$ cat src/rtl/spi_slave_ctrl.sv
// -----------------------------------------------------------------------------
// spi_slave_ctrl
// SPI slave front-end for the single-port RAM. A frame is one SS_n-low
// interval. MOSI is sampled MSB first on clk and assembled into a
// {cmd[1:0], payload[MEM_WIDTH-1:0]} word on rx_data with a one-cycle rx_valid
// pulse. After a read-data frame the RAM's tx_data is shifted out on MISO,
// MSB first.
//
// Ports
//   clk        system clock, all logic on posedge; SS_n/MOSI sampled on it
//   rst_n      asynchronous active-low reset
//   SS_n       slave select, active low
//   MOSI       serial data in
//   MISO       serial data out (registered, 0 when not shifting read data)
//   rx_data    received word, valid while rx_valid=1, held between pulses
//   rx_valid   one-cycle pulse per completed frame
//   tx_data    RAM read data
//   tx_valid   tx_data valid, accepted only while waiting after a read-data frame
//   frame_err  (SPI_SLAVE_FRAME_ERR_EN only) one-cycle pulse when a frame or a
//              read-data transfer is cut short by SS_n rising
//
// Build option: define SPI_SLAVE_FRAME_ERR_EN to add the frame_err output.
// -----------------------------------------------------------------------------
module spi_slave_ctrl #(
  parameter int MEM_WIDTH = 8,
  parameter int ADDR_SIZE = 8
) (
  input  logic                 clk,
  input  logic                 rst_n,
  input  logic                 SS_n,
  input  logic                 MOSI,
  output logic                 MISO,
  output logic [MEM_WIDTH+1:0] rx_data,
  output logic                 rx_valid,
  input  logic [MEM_WIDTH-1:0] tx_data,
  input  logic                 tx_valid
`ifdef SPI_SLAVE_FRAME_ERR_EN
  ,
  output logic                 frame_err
`endif
);

  // state        | meaning
  // ST_IDLE      | no frame, waiting for SS_n low
  // ST_CHK_CMD   | sampling the first command bit to pick the frame type
  // ST_WRITE     | receiving a write-address / write-data frame
  // ST_READ_ADD  | receiving a read-address frame
  // ST_READ_DATA | receiving a read-data frame, then waiting for / shifting tx_data
  typedef enum logic [2:0] {
    ST_IDLE,
    ST_CHK_CMD,
    ST_WRITE,
    ST_READ_ADD,
    ST_READ_DATA
  } state_t;

  localparam int FRAME_BITS = MEM_WIDTH + 2;
  localparam int CNT_W      = $clog2(FRAME_BITS + 1);
  localparam int TX_CNT_W   = $clog2(MEM_WIDTH + 1);
  localparam logic [CNT_W-1:0]    LP_FRAME   = CNT_W'(FRAME_BITS);
  localparam logic [TX_CNT_W-1:0] LP_TX_LAST = TX_CNT_W'(MEM_WIDTH - 1);

  // The payload field doubles as the RAM address, so the address cannot be
  // wider than one data word.
  if (ADDR_SIZE > MEM_WIDTH) begin : g_addr_wider_than_payload
  end

  state_t                r_state;
  state_t                w_state_nxt;
  logic [CNT_W-1:0]      r_bit_cnt;
  logic [FRAME_BITS-1:0] r_shift;
  logic                  r_done;       // frame word already delivered
  logic                  r_rd_addr_seen;
  logic                  r_tx_wait;
  logic                  r_tx_busy;
  logic [MEM_WIDTH-1:0]  r_tx_shift;
  logic [TX_CNT_W-1:0]   r_tx_cnt;     // MISO bits still to send after the current one
  logic                  r_miso;
  logic [FRAME_BITS-1:0] r_rx_data;
  logic                  r_rx_valid;
  logic                  w_abort;
  logic                  w_data_state;

  assign w_abort      = (r_state != ST_IDLE) && SS_n;
  assign w_data_state = (r_state == ST_WRITE) || (r_state == ST_READ_ADD) ||
                        (r_state == ST_READ_DATA);

  always_ff @(posedge clk or negedge rst_n) begin
    if (!rst_n) r_state <= ST_IDLE;
    else        r_state <= w_state_nxt;
  end

  always_comb begin
    w_state_nxt = r_state;
    case (r_state)
      ST_IDLE:    if (!SS_n) w_state_nxt = ST_CHK_CMD;
      ST_CHK_CMD: begin
        if (SS_n)                w_state_nxt = ST_IDLE;
        else if (!MOSI)          w_state_nxt = ST_WRITE;
        else if (r_rd_addr_seen) w_state_nxt = ST_READ_DATA;
        else                     w_state_nxt = ST_READ_ADD;
      end
      default:    if (SS_n) w_state_nxt = ST_IDLE;
    endcase
  end

  always_ff @(posedge clk or negedge rst_n) begin
    if (!rst_n) begin
      r_bit_cnt      <= '0;
      r_shift        <= '0;
      r_done         <= 1'b0;
      r_rd_addr_seen <= 1'b0;
      r_tx_wait      <= 1'b0;
      r_tx_busy      <= 1'b0;
      r_tx_shift     <= '0;
      r_tx_cnt       <= '0;
      r_miso         <= 1'b0;
      r_rx_data      <= '0;
      r_rx_valid     <= 1'b0;
    end else begin
      r_rx_valid <= 1'b0;
      if (w_abort) begin
        // SS_n wins over everything, including a bit due this cycle.
        r_bit_cnt <= '0;
        r_done    <= 1'b0;
        r_tx_wait <= 1'b0;
        r_tx_busy <= 1'b0;
        r_tx_cnt  <= '0;
        r_miso    <= 1'b0;
      end else if (r_state == ST_CHK_CMD) begin
        r_shift   <= {r_shift[FRAME_BITS-2:0], MOSI};
        r_bit_cnt <= CNT_W'(1);
        r_done    <= 1'b0;
      end else if (w_data_state) begin
        if (r_bit_cnt < LP_FRAME) begin
          r_shift   <= {r_shift[FRAME_BITS-2:0], MOSI};
          r_bit_cnt <= r_bit_cnt + CNT_W'(1);
        end else if (!r_done) begin
          r_done     <= 1'b1;
          r_rx_valid <= 1'b1;
          r_rx_data  <= r_shift;
          if (r_state == ST_READ_ADD)  r_rd_addr_seen <= 1'b1;
          if (r_state == ST_READ_DATA) r_tx_wait      <= 1'b1;
        end else if (r_state == ST_READ_DATA) begin
          if (r_tx_wait && tx_valid) begin
            r_tx_wait  <= 1'b0;
            r_tx_busy  <= 1'b1;
            r_miso     <= tx_data[MEM_WIDTH-1];
            r_tx_shift <= {tx_data[MEM_WIDTH-2:0], 1'b0};
            r_tx_cnt   <= LP_TX_LAST;
          end else if (r_tx_busy) begin
            if (r_tx_cnt != '0) begin
              r_miso     <= r_tx_shift[MEM_WIDTH-1];
              r_tx_shift <= {r_tx_shift[MEM_WIDTH-2:0], 1'b0};
              r_tx_cnt   <= r_tx_cnt - TX_CNT_W'(1);
            end else begin
              r_miso         <= 1'b0;
              r_tx_busy      <= 1'b0;
              r_rd_addr_seen <= 1'b0;
            end
          end
        end
      end
    end
  end

`ifdef SPI_SLAVE_FRAME_ERR_EN
  logic r_frame_err;
  logic w_partial;

  // A complete word awaiting its rx_valid pulse is not a partial frame.
  assign w_partial = (w_data_state && (r_bit_cnt < LP_FRAME)) ||
                     ((r_state == ST_READ_DATA) && (r_tx_wait || r_tx_busy));

  always_ff @(posedge clk or negedge rst_n) begin
    if (!rst_n) r_frame_err <= 1'b0;
    else        r_frame_err <= w_abort && w_partial;
  end

  assign frame_err = r_frame_err;
`endif

  assign MISO     = r_miso;
  assign rx_data  = r_rx_data;
  assign rx_valid = r_rx_valid;

endmodule

$ cat config.mk
export PLATFORM = sky130hd
export DESIGN_NAME = spi_slave_ctrl
export DESIGN_NICKNAME = d
export VERILOG_FILES = /design/src/rtl/spi_slave_ctrl.sv
export SDC_FILE = /design/constraint.sdc
export NUM_CORES = 1
export LEC_CHECK = 0
export ABC_AREA = 1
export CORE_AREA = 2 2 64 72
export DETAILED_ROUTE_END_ITERATION = 10
export DIE_AREA = 0 0 66 74
export GPL_ROUTABILITY_DRIVEN = 0
export PLACE_DENSITY = 0.76
export SLEW_MARGIN = 30
export SYNTH_ARGS = -nofsm -noshare
export SYNTH_HDL_FRONTEND = slang
export SYNTH_SLANG_ARGS = --single-unit
$ cat constraint.sdc
create_clock -name clk -period 3.03 [get_ports clk]
set_clock_uncertainty 0.2 [all_clocks]
set_input_delay 0.303 -clock clk [delete_from_list [all_inputs] [get_ports clk]]
set_output_delay 0.303 -clock clk [all_outputs]
set_load 0.02 [all_outputs]
* Word level (Yosys, flattened, before mapping)
Index checks and enable logic that the tools add are counted.
** Storage, ports and cells
- Register bits after elaboration :: 45
- Input bits :: 13
- Output and inout bits :: 12
- Word-level logic and storage cells :: 129
** Cells by class
- $add $sub $neg :: 2
- Magnitude comparators :: 1
- Eq/ne operators :: 13
- Multiplexer cells :: 66
- Bitwise operators :: 4
- Reduce and logical (&&, ||, !) cells :: 31
** Operator list (number)
- 4-bit 2-to-1 mux :: 13
- 1-bit 2-to-1 mux :: 41
- 10-bit 2-to-1 mux :: 3
- 8-bit 2-to-1 mux :: 3
- 3-bit nonzero test :: 6
- 2-bit nonzero test :: 8
- 3-bit 2-to-1 mux :: 5
- 5-bit AND reduction :: 3
- 2-bit inequality test, second input constant :: 5
- 9-bit AND reduction :: 1
- 8-bit AND reduction :: 1
- 7-bit AND reduction :: 1
- 3-bit by 2-bit == test with 1-bit output, second input constant :: 2
- 3-bit case mux with 2 select lines :: 1
- 2-bit AND reduction :: 3
- 6-bit AND reduction :: 1
- 4-bit by 1-bit adder with 4-bit output, second input constant :: 1
- 4-bit less-than comparator, second input constant :: 1
- 2-bit by 1-bit inequality test with 1-bit output, second input constant :: 2
- 1-bit inverter :: 4
- 4-bit nonzero test :: 1
- 4-bit by 1-bit subtractor with 4-bit output, second input constant :: 1
- 3-bit by 1-bit == test with 1-bit output, second input constant :: 1
- 3-bit == test, second input constant :: 1
- 6 further kinds :: 8

* Longest topological paths before layout
Gate-level depths: netlist (run 1).
- Depth after elaboration :: 10
- Gate-level depth with buffers :: 9
- Gate-level depth less buffers :: 9

* Worst setup path after synthesis (run 1)
Ideal clock, no wire load.
- Path type :: reg2reg
- Start point :: reg r_state[1]
- End point :: reg r_shift[0]
- Setup time :: 116 ps
- Data arrival time :: 1265 ps
- Required time :: 2714 ps
- Slack :: 1449 ps
- Stages on the path, launching flop included :: 10
- Buffers on the path :: 1
- Clock period less this slack :: 1581 ps
- Cell sequence :: dfrtp_1 > nor2_2 > nand2_2 > o21ai_4 > inv_2 > nand2_4 > nand2_4 > buf_12 > nand2_1 > nand2_1
** Between the ends
- Cells in the longest elaborated chain, start to end :: 5
- Elaborated cells on any way between the ends :: 13
- Those cells by class :: eq/ne (4); mux (1); bitwise (1); reduce/logical (7)
** Ends and longest elaborated chain
- from (decl) :: RTL line 68 : state_t r_state;
- from (signal assigned) :: RTL line 90 : else r_state <= w_state_nxt;
- 3-bit by 2-bit == test with 1-bit output :: RTL line 85 : assign w_data_state = (r_state == ST_WRITE) || (r_state == ST_READ_ADD) ||
- 1-bit logical OR (2 in a row) :: RTL line 85
- 2-bit nonzero test (no line)
- 3-bit AND reduction (no line)
- to (signal assigned) :: RTL line 131 : r_shift <= {r_shift[FRAME_BITS-2:0], MOSI};
- to (signal assigned) :: RTL line 136 : r_shift <= {r_shift[FRAME_BITS-2:0], MOSI};
- to (decl) :: RTL line 71 : logic [FRAME_BITS-1:0] r_shift;
Parallel ways exist; a longest one is shown, timed or not.
A chain may end at the register's enable or synchronous reset.

* Final worst setup path (run 1)
- Start point :: reg r_tx_cnt[0]
- End point :: reg r_tx_shift[1]
** Between the ends
- Cells in the longest elaborated chain, start to end :: 3
** Ends and longest elaborated chain
- from (decl) :: RTL line 77 : logic [TX_CNT_W-1:0] r_tx_cnt;
- from (signal assigned) :: RTL line 155 : r_tx_cnt <= r_tx_cnt - TX_CNT_W'(1);
- 4-bit nonzero test :: RTL line 152 : if (r_tx_cnt != '0) begin
- 2-bit nonzero test (no line)
- 8-bit AND reduction (no line)
- to (signal assigned) :: RTL line 149 : r_tx_shift <= {tx_data[MEM_WIDTH-2:0], 1'b0};
- to (signal assigned) :: RTL line 154 : r_tx_shift <= {r_tx_shift[MEM_WIDTH-2:0], 1'b0};
- to (decl) :: RTL line 76 : logic [MEM_WIDTH-1:0] r_tx_shift;
Every way passes these cells.

==> results.md, run 1 <==
- Outcome: completed
- Final Util: 61.28%
- Clock buffer depth: 2
- 1st-iter DRT viols: 97
- WL/cell: 10.98 um
- Hold buffer count at CTS: 1
- I/O Pins: 25
- Setup TNS: 0 ps
- Worst Path Required: about 3000 ps
- Post-cts sizing count: 0
- Pwr Density: 575.2 nW/um^2
- Syn Area/Cell: around 8.2 sq um
- Sequential cell area fraction in the yosys report: 50.23%
- Max_cap viols: 0
- Critical-path maximum fanout: 16
- Layout Nets: 310
- Fmax: 506.5 MHz
- Crit path kind: register to register
- Slew Limit Fails: 0
- Clk Latency, worst-skew pair: approximately 300 ps
- Area grow syn2layout: 17.18%
- Worst Path Arrival: between 1500 and 2000 ps
- Initial antenna violation count: 0
- Max Used Layer: met4
- Num CTS Buffers: 5
- Iteration count of the initial detailed-routing pass: 4
- Routed wl met3: 146 um
- Residual DRC: 0
- Fill cell count: 405
- Max H-tree Level: 2
- Antenna viol nets, final: 0
- Worst Hold Class: register to register
- Core area: about 4200 sq um
- Row count: 25
- Vias per cell: 4.969
- Multi-input gate area: 894.6 sq um
- Crit path capture type: register
- IO Port Bufs: 24
- Tcrit/Tclk final: 65.16%
- Total track usage: around 18%
- Vias in the first global route: approximately 1500
- Initial Util: 52.30%
- Clock Sinks: 44
- Metal2 WL: around 1.8 mm
- Ys Warns: 0
- Postcts setup bufs: 0
- Final wirelength: slightly below 4 mm
- Ant diodes: 0
- Root Driver: clkbuf_8
- Die Ht: about 74 um
- Final Hold Fails: 0
- Clock-pin slew on the worst setup and hold paths: 90 ps
- DPL Wire Length: about 2.7 mm
- Synth Net Count: 283
- Slew margin rel.: 63.27%
- Die area: 4884 sq um
- Critical Path Start Type: register
- CTS tree: done
- RSZ-0062 raised after global routing: no
- Gate count after technology mapping: 268
- Die X: 66 um
- Total grt overflow: 0
- Cell Area, Synth: 2192 sq um
- Largest net degree at the start of global routing: 45
- Setup-failing EPs final: 0
- Global-route wire length before repair: 6.534 mm
- WL met1: 1.821 mm
- Period minus WS final: 1974 ps
- Yosys cell types: 24
- Sequential cell area: 1101 sq um
- Peak VDD IR: between 200 and 300 uV
- Pleak: 0.001292 uW
- Layout cell share with drive strength beyond 1: 12.16%
- Flops & latches, synth: 44
- Worst Tran Pin Value: 550.3 ps
- Via count: between 1500 and 2000
## per-stage QoR
step | setup WS [ps] | hold WS [ps] | power [uW] | instance area, sq um | instances
after detailed placement | 781.4 | 255.2 | 1026 | 2441 | 341
after global placement | 861.6 | 252.5 | 1014 | 2441 | 341
after global routing | 868.5 | 306.9 | 1571 | 2569 | 350
after CTS | 1044 | 279.8 | 1492 | 2566 | 350
after floorplan | 1449 | -192.6 | 953.4 | 2192 | 268
final | 1056 | 282.8 | 1477 | 2569 | 350
## where the power goes
| part | internal, uW | switching (uW) | total, uW |
|---|---|---|---|
| combinational | 106 | 186 | 292 |
| clock | 248 | 216 | 465 |
| sequential | 667 | 53.7 | 721 |
## layout make-up
cell class / count / area share, %
inverter: 38 / 5.553
timing repair buffer: 25 / 9.644
multi-input combinational: 181 / 34.83
clock inverter: 3 / 1.802
clock buffer: 5 / 2.679
sequential: 44 / 42.86
tap: 54 / 2.630
## placed cells by master, fill, tap and decap left out, types with 6 or more instances in the layout
cell,Yosys,routed
nand3_1,15,15
o21ai_0,18,18
a21oi_1,6,6
inv_1,34,34
nor2_1,9,9
o21ai_1,9,9
clkdlybuf4s50_1,0,23
o21ai_2,7,7
dfrtp_1,44,44
nand2_1,92,92
## per-layer routing
metal	global-route usage, %	vias up
met3	4.085	7
met4	8.163	0
met5	0	-
met2	28.06	39
li1	-	896
met1	23.48	797
## registers in the layout, summed over array words and instances, names as in the netlist
register,flops
rx_valid,1
MISO,1
r_tx_shift,7
r_tx_wait,1
r_rd_addr_seen,1
rx_data,10
r_bit_cnt,4
r_tx_cnt,4
r_state,3
r_shift,10
r_done,1
r_tx_busy,1
## worst max-delay path, stage by stage, from the launching register on
cell and delay, ps:
dfrtp_1 360, inv_1 80, ha_1 230, nand3_1 130, nand3_1 90, nor2_2 450
inv_1 170, nand2_1 110, nand2_1 50
## worst paths after layout
| check | to | slack (ps) | cells after the start | start |
|---|---|---|---|---|
| setup / recovery | r_tx_shift[1] | 1060 | 8 | r_tx_cnt[0] |
| hold / removal | r_tx_shift[7] | 280 | 2 | r_tx_shift[7] |
| setup reg to reg | r_tx_shift[1] | 1060 | 8 | r_tx_cnt[0] |
| hold reg to reg | r_tx_shift[7] | 280 | 2 | r_tx_shift[7] |
| max in group asynchronous | rx_data[3] | 1930 | 2 | rst_n |
| min in group asynchronous | r_done | 320 | 2 | rst_n |
## cells by family (layout without fill, tap and decap cells)
kind of cell    Yosys count  in the layout  share of synthesized area, %
compound gates           43             43                         11.70
fa+ha+maj                 2              2                         1.141
flops                    44             44                         50.23
xor+xnor                  1              1                        0.3996
simple gates            135            135                         27.57
buf+inv                  43             71                         8.961
## Yosys cell counts (all sizes together)
cell    instances  area [sq um]
dfrtp          44          1101
buf             4         50.05
nand4           4         25.02
nand2         101         421.7
xor2            1         8.760
o211ai          1         7.510
a31oi           1         6.260
ha              2         25.02
nand3          16         92.59
o21ai          35         212.7
a21oi           6         30.03
clkbuf          1         3.750
inv            38         142.6
nor2           14         65.06
Power figures use the tool's default switching activity.
==> run 2: changes to the inputs <==
==> constraint.sdc (replaced) <==
create_clock -name clk -period 1.99 [get_ports clk]
set_clock_uncertainty 0.2 [all_clocks]
set_input_delay 0.199 -clock clk [delete_from_list [all_inputs] [get_ports clk]]
set_output_delay 0.199 -clock clk [all_outputs]
set_load 0.02 [all_outputs]
==> run 2 against run 1 <==
Compared with the run above:
- wire length up 0.52%
- sequential share of layout area fell by 0.60 points
- clock power is 55% higher
- cell count increased by 0.86%
- worst setup slack worse by 860 ps
- largest cell class unchanged
==> results.md, run 2 (synthesis gave the netlist of run 1 again) <==
- Crit path kind: register to register
- Clock power share: 31.7% (+0.3 points)
- Crit-path cells: nor2_4 > nand2_2 > nand2_4 > nand2_1 > inv_2 > nand3_4 > inv_1 > nand2_1 > nand2_1
- Residual DRC: 0 (unchanged)
- Area grow syn2layout: 18.84%
- Sw frac: 29.73% (-1.1 points)
- DPL Wire Length: 2.751 mm (+2.8%)
- Global-route wire length before repair: 6.686 mm (+2.3%)
- Max_cap viols: 0 (unchanged)
- Internal Power: 1595 uW (+56%)
- Worst Tran Pin Value: 532.1 ps (-18.20 ps)
- Critical-path maximum fanout: 18 (+2)
- Layout Cells excl Fill: 353 (+0.86%)
- Largest net degree at the start of global routing: 45 (unchanged)
- 1st-iter DRT viols: 97 (unchanged)
- Vias in the first global route: 1515 (+1.8%)
- CTS tree: done
- RSZ-0062 raised after global routing: no
- Slowest cell on crit path: dfrtp_1
- Final Hold Fails: 0 (unchanged)
- Worst Hold Class: input pin to register
- Clock-pin slew on the worst setup and hold paths: 90 ps (about the same)
- Total grt overflow: 0 (unchanged)
- Peak VDD IR: 383.6 uV (+45%)
- Pleak: 0.001318 uW (+2.0%)
- Setup TNS: 0 ps (unchanged)
- Period minus WS final: 1792 ps (-182.7 ps)
- Row count: 25 (unchanged)
- Clock Sinks: 44 (unchanged)
- Initial Util: 52.30% (unchanged)
- I/O Pins: 25 (unchanged)
- Critical Path Start Type: register
- Core area: 4192 sq um (unchanged)
- Die X: 66 um (unchanged)
- Final instance area: 2605 sq um (+1.4%)
- Total Power: 2270 uW (+54%)
- Die Ht: 74 um (unchanged)
- Flop pwr share: 48.4% (-0.4 points)
- Fill cell count: 390 (-3.7%)
- Combinational share of power: 19.9% (about the same)
- Iteration count of the initial detailed-routing pass: 4 (unchanged)
- Placed inst area: 2464 sq um (+0.92%)
- Total track usage: 17.77% (+0.038 points)
- Postcts setup bufs: 0 (unchanged)
- Num CTS Buffers: 5 (unchanged)
- Setup-failing EPs final: 0 (unchanged)
- IO Port Bufs: 24 (unchanged)
- Fmax: 558.2 MHz (+10%)
- Initial antenna violation count: 0 (unchanged)
- Final wirelength: 3.864 mm (+0.52%)
- Slew Limit Fails: 0 (unchanged)
- Die area: 4884 sq um (unchanged)
- Ant diodes: 0 (unchanged)
- Worst Path Required: 2030 ps (-1000 ps)
- Pwr Density: 871.6 nW/um^2 (+52%)
- Layout Nets: 313 (+0.97%)
- Outcome: completed
- Most common cell after layout, fill and taps aside: nand2_1
- Crit path largest cell delay: 460 ps (about the same)
- Layout cell share with drive strength beyond 1: 13.04% (+0.88 points)
- Antenna viol nets, final: 0 (unchanged)
- Vias per cell: 4.887 (-1.6%)
- Max H-tree Level: 2 (unchanged)
- Clk Latency, worst-skew pair: 300 ps (about the same)
- Most frequent cells in the layout: 92 x nand2_1, 44 x dfrtp_1, 34 x inv_1
- Slew margin rel.: 64.53% (+1.3 points)
- Tcrit/Tclk final: 90.03% (+25 points)
- WL/cell: 10.95 um (-0.33%)
- Net Switching: 675.1 uW (+48%)
- Root Driver: clkbuf_8
- Cell repeated most along the worst path: nand2_1
- Via count: 1725 (-0.81%)
- Worst Path Arrival: 1830 ps (-140 ps)
- Clock buffer depth: 2 (unchanged)
- Placed Cells: 344 (+0.88%)
- Crit path capture type: register
[run 2: final timing paths]
check,cells past startpoint,end,startpoint,slack [ps]
worst max register to register,9,rx_data[0],r_state[1],200
worst min register to register,2,r_tx_shift[7],r_tx_shift[7],270
min in group asynchronous,3,r_bit_cnt[1],rst_n,300
worst min-delay path,3,r_tx_shift[1],tx_data[0],270
max in group asynchronous,3,r_shift[1],rst_n,930
worst max-delay path,9,rx_data[0],r_state[1],200
[run 2: repair_timing]
item / CTS / global route
gates resized for setup: 0 / 2
hold buffers: 1 / 0
endpoints found under the hold margin: 44 / 0
endpoints found under the setup margin: 0 / 11
[run 2: worst max-delay path, delay by kind of cell, from the launching register on]
| family | cells | cell delay (ps) |
|---|---|---|
| buffers and inverters | 2 | 260 |
| and+or+nand+nor | 7 | 810 |
| DFF | 1 | 460 |
[run 2: stage by stage]
step                setup slack [ps]  hold WS [ps]  utilization, %
global route                   20.84         267.7           62.15
global placement               111.4         111.0           58.78
finish                         198.4         265.1           62.15
detailed placement             96.29         110.6           58.78
CTS                            70.52         255.1           61.91
floorplan                      408.8        -296.6               -
[run 2: cell type report]
class / instances / area, sq um / area share [%]
multi-input combinational: 181 / 904.6 / 34.73
clock inverter: 2 / 38.79 / 1.489
clock buffer: 6 / 82.58 / 3.170
tap: 54 / 67.56 / 2.594
sequential: 44 / 1101 / 42.27
timing repair buffer: 28 / 267.8 / 10.28
inverter: 38 / 142.6 / 5.476
[run 2: routing by layer]
layer | part of all wire, % | track usage (%) | vias to the layer above
li1 | - | - | 900
met3 | 3.6 | 4.085 | 4
met1 | 46 | 23.30 | 786
met4 | 1.0 | 5.442 | 0
met5 | 0 | 0 | -
met2 | 49 | 29.74 | 35
[run 2: power by group through the flow]
stage / registers, uW / logic, uW / clock network (uW)
after global routing: 1110 / 526 / 769
after global placement: 1110 / 440 / 0
after floorplan: 1100 / 348 / 0
after CTS: 1100 / 457 / 731
after detailed placement: 1110 / 454 / 0
final: 1100 / 452 / 719
==> run 3: changes to the inputs <==
--- a/config.mk
+++ b/config.mk
@@ -7,10 +7,12 @@
 export LEC_CHECK = 0
 export ABC_AREA = 1
 export CORE_AREA = 2 2 64 72
+export CTS_CLUSTER_DIAMETER = 150
 export DETAILED_ROUTE_END_ITERATION = 10
 export DIE_AREA = 0 0 66 74
 export GPL_ROUTABILITY_DRIVEN = 0
 export PLACE_DENSITY = 0.76
+export RECOVER_POWER = 100
 export SLEW_MARGIN = 30
 export SYNTH_ARGS = -nofsm -noshare
 export SYNTH_HDL_FRONTEND = slang
==> run 3 against run 2 <==
Compared with the run above:
- cell count stayed put
- combinational power is 14% lower
- largest power group unchanged
- critical endpoint is now r_tx_shift[5]
- final area is 1.5% lower
- maximum frequency is 0.66% higher
- non-clock buffer count stayed put
- critical path type unchanged
- critical path depth is 1 lower
- total power is 3.0% lower
- sequential power hardly changed
- register-to-register slack hardly changed
==> results.md, run 3 (synthesis gave the netlist of run 1 again) <==
- Setup TNS: 0 ps (unchanged)
- Worst Tran Pin Value: 1057 ps (+525.2 ps)
- Critical Path Start Type: register
- Fmax: 561.9 MHz (+0.66%)
- I/O Pins: 25 (unchanged)
- Total grt overflow: 0 (unchanged)
- Area grow syn2layout: 17.07%
- Pleak: 0.001351 uW (+2.6%)
- Met1 usage: 23.30% (unchanged)
- Most common cell after layout, fill and taps aside: nand2_1
- Worst reg-to-reg setup slack: 210 ps (about the same)
- Slowest cell on crit path: dfrtp_1
- CTS tree: done
- Max H-tree Level: 2 (unchanged)
- Min Hold Slack: 272.2 ps (+7.099 ps)
- Via count: 1720 (-0.29%)
- Total Power: 2202 uW (-3.0%)
- Max_cap viols: 0 (unchanged)
- Clock Sinks: 44 (unchanged)
- Worst hold path startpoint: tx_data[0]
- Die area: 4884 sq um (unchanged)
- Sequential cell area: 1101 sq um (unchanged)
- Worst R2R Start: r_tx_cnt[0]
- Outcome: completed
- Worst Hold Class: input pin to register
- RSZ-0062 raised after global routing: no
- Vias per cell: 4.873 (-0.29%)
- M2 GR Usage: 29.74% (unchanged)
- Cell repeated most along the worst path: nand3_1
- Row count: 25 (unchanged)
- Crit path capture type: register
- WL/cell: 11.00 um (+0.52%)
- Worst Path Required: 2000 ps (-30 ps)
- Largest net degree at the start of global routing: 45 (unchanged)
- Period minus WS final: 1780 ps (-11.81 ps)
- Layout cell share with drive strength beyond 1: 9.030% (-4.0 points)
- Die Ht: 74 um (unchanged)
- Global-route wire length before repair: 6.686 mm (unchanged)
- Residual DRC: 0 (unchanged)
- Clk Latency, worst-skew pair: 290 ps (about the same)
- Root Driver: clkbuf_8
- Die X: 66 um (unchanged)
- Initial antenna violation count: 0 (unchanged)
- Critical-path maximum fanout: 11 (-7)
- DPL Wire Length: 2.751 mm (unchanged)
- Fill cell count: 406 (+4.1%)
- Crit path kind: register to register
- Crit path largest cell delay: 360 ps (-100 ps)
- Hold EP: r_tx_shift[1]
- Layout Nets: 313 (unchanged)
- Ant diodes: 0 (unchanged)
- Clock buffer depth: 2 (unchanged)
- Core area: 4192 sq um (unchanged)
- Reg2Reg Depth: 8 (-1)
- Final Util: 61.22% (-0.93 points)
- Worst Path Arrival: 1790 ps (-40 ps)
- IO Port Bufs: 24 (unchanged)
- WHS Path Cells: 3 (unchanged)
- Slew margin rel.: 29.51% (-35 points)
- Clock-pin slew on the worst setup and hold paths: 80 ps (about the same)
- Final Hold Fails: 0 (unchanged)
- Vias in the first global route: 1515 (unchanged)
- Multi-input gate area: 868.3 sq um (-4.0%)
- 1st-iter DRT viols: 102 (+5.2%)
- Iteration count of the initial detailed-routing pass: 4 (unchanged)
- Final instance area: 2566 sq um (-1.5%)
- Slew Limit Fails: 0 (unchanged)
- Antenna viol nets, final: 0 (unchanged)
- GRT Max-Usage Layer: met2
- Met3 Use GR: 4.085% (unchanged)
- FF-to-FF End: r_tx_shift[5]
- Peak VDD IR: 384.2 uV (+0.15%)
- Initial Util: 52.30% (unchanged)
- Total track usage: 17.77% (unchanged)
- Num CTS Buffers: 5 (unchanged)
- Most frequent cells in the layout: 94 x nand2_1, 44 x dfrtp_1, 35 x inv_1
- Final wirelength: 3.884 mm (+0.52%)
- Tcrit/Tclk final: 89.44% (-0.59 points)
- Placed inst area: 2464 sq um (unchanged)
- Setup-failing EPs final: 0 (unchanged)
- Pwr Density: 858.2 nW/um^2 (-1.5%)
- Crit-path cells: inv_1 > ha_1 > nand3_1 > nand3_1 > nor2_1 > buf_4 > nand2_1 > o21ai_0
[run 3: cell count changes in the layout (fill, tap and decap cells not counted), sizes merged]
| cell | before | now |
|---|---|---|
| clkdlybuf4s50 | 23 | 11 |
| dlygate4sd3 | 1 | 13 |
| buf | 4 | 3 |
| clkbuf | 6 | 7 |
[run 3: layout make-up]
class	count	area share [%]
clock inverters	2	1.511
well taps	54	2.633
inverters	38	5.558
repair buffers	28	10.34
clock buffers	6	3.218
flip-flops and latches	44	42.91
multi-input cells	181	33.84
[run 3: worst max-delay path by stage]
stage / end / cells after the start / start / slack (ps)
CTS: rx_data[0] / 9 / r_state[1] / 70
floorplan: r_shift[0] / 9 / r_state[1] / 410
detailed placement: rx_data[0] / 8 / SS_n / 100
global placement: rx_data[0] / 9 / r_state[1] / 110
finish: r_tx_shift[5] / 8 / r_tx_cnt[0] / 210
global route: r_tx_shift[5] / 8 / r_tx_cnt[0] / 10
[run 3: per-layer routing]
layer | vias to the layer above | part of all wire [%]
li1 | 900 | -
met3 | 2 | 3.3
met2 | 37 | 49
met5 | - | 0
met1 | 781 | 47
met4 | 0 | 0.44
[run 3: worst max-delay path, delay by kind of cell, from the launching register on]
kind            cells  cell delay, ps
simple gates        4             540
flops               1             360
buf+inv             2             300
fa+ha+maj           1             230
compound gates      1              80
[run 3: repair_timing]
item,in CTS,in global routing
endpoints found under the hold margin,44,0
hold buffers,1,0
endpoints found under the setup margin,0,11
setup buffers,0,0
gates resized for setup,0,2
[run 3: metrics by stage]
step                std cells  setup slack, ps
CTS                       353            70.52
detailed placement        344            96.29
floorplan                 268            408.8
global placement          344            111.4
finish                    353            210.2
global route              353            13.74
[run 3: report_power, final]
group,switching [uW],internal (uW),leakage (uW)
logic,248,142,0.000712
clock network,304,411,0.0000614
registers,81.5,1020,0.000578
total,634,1570,0.00135
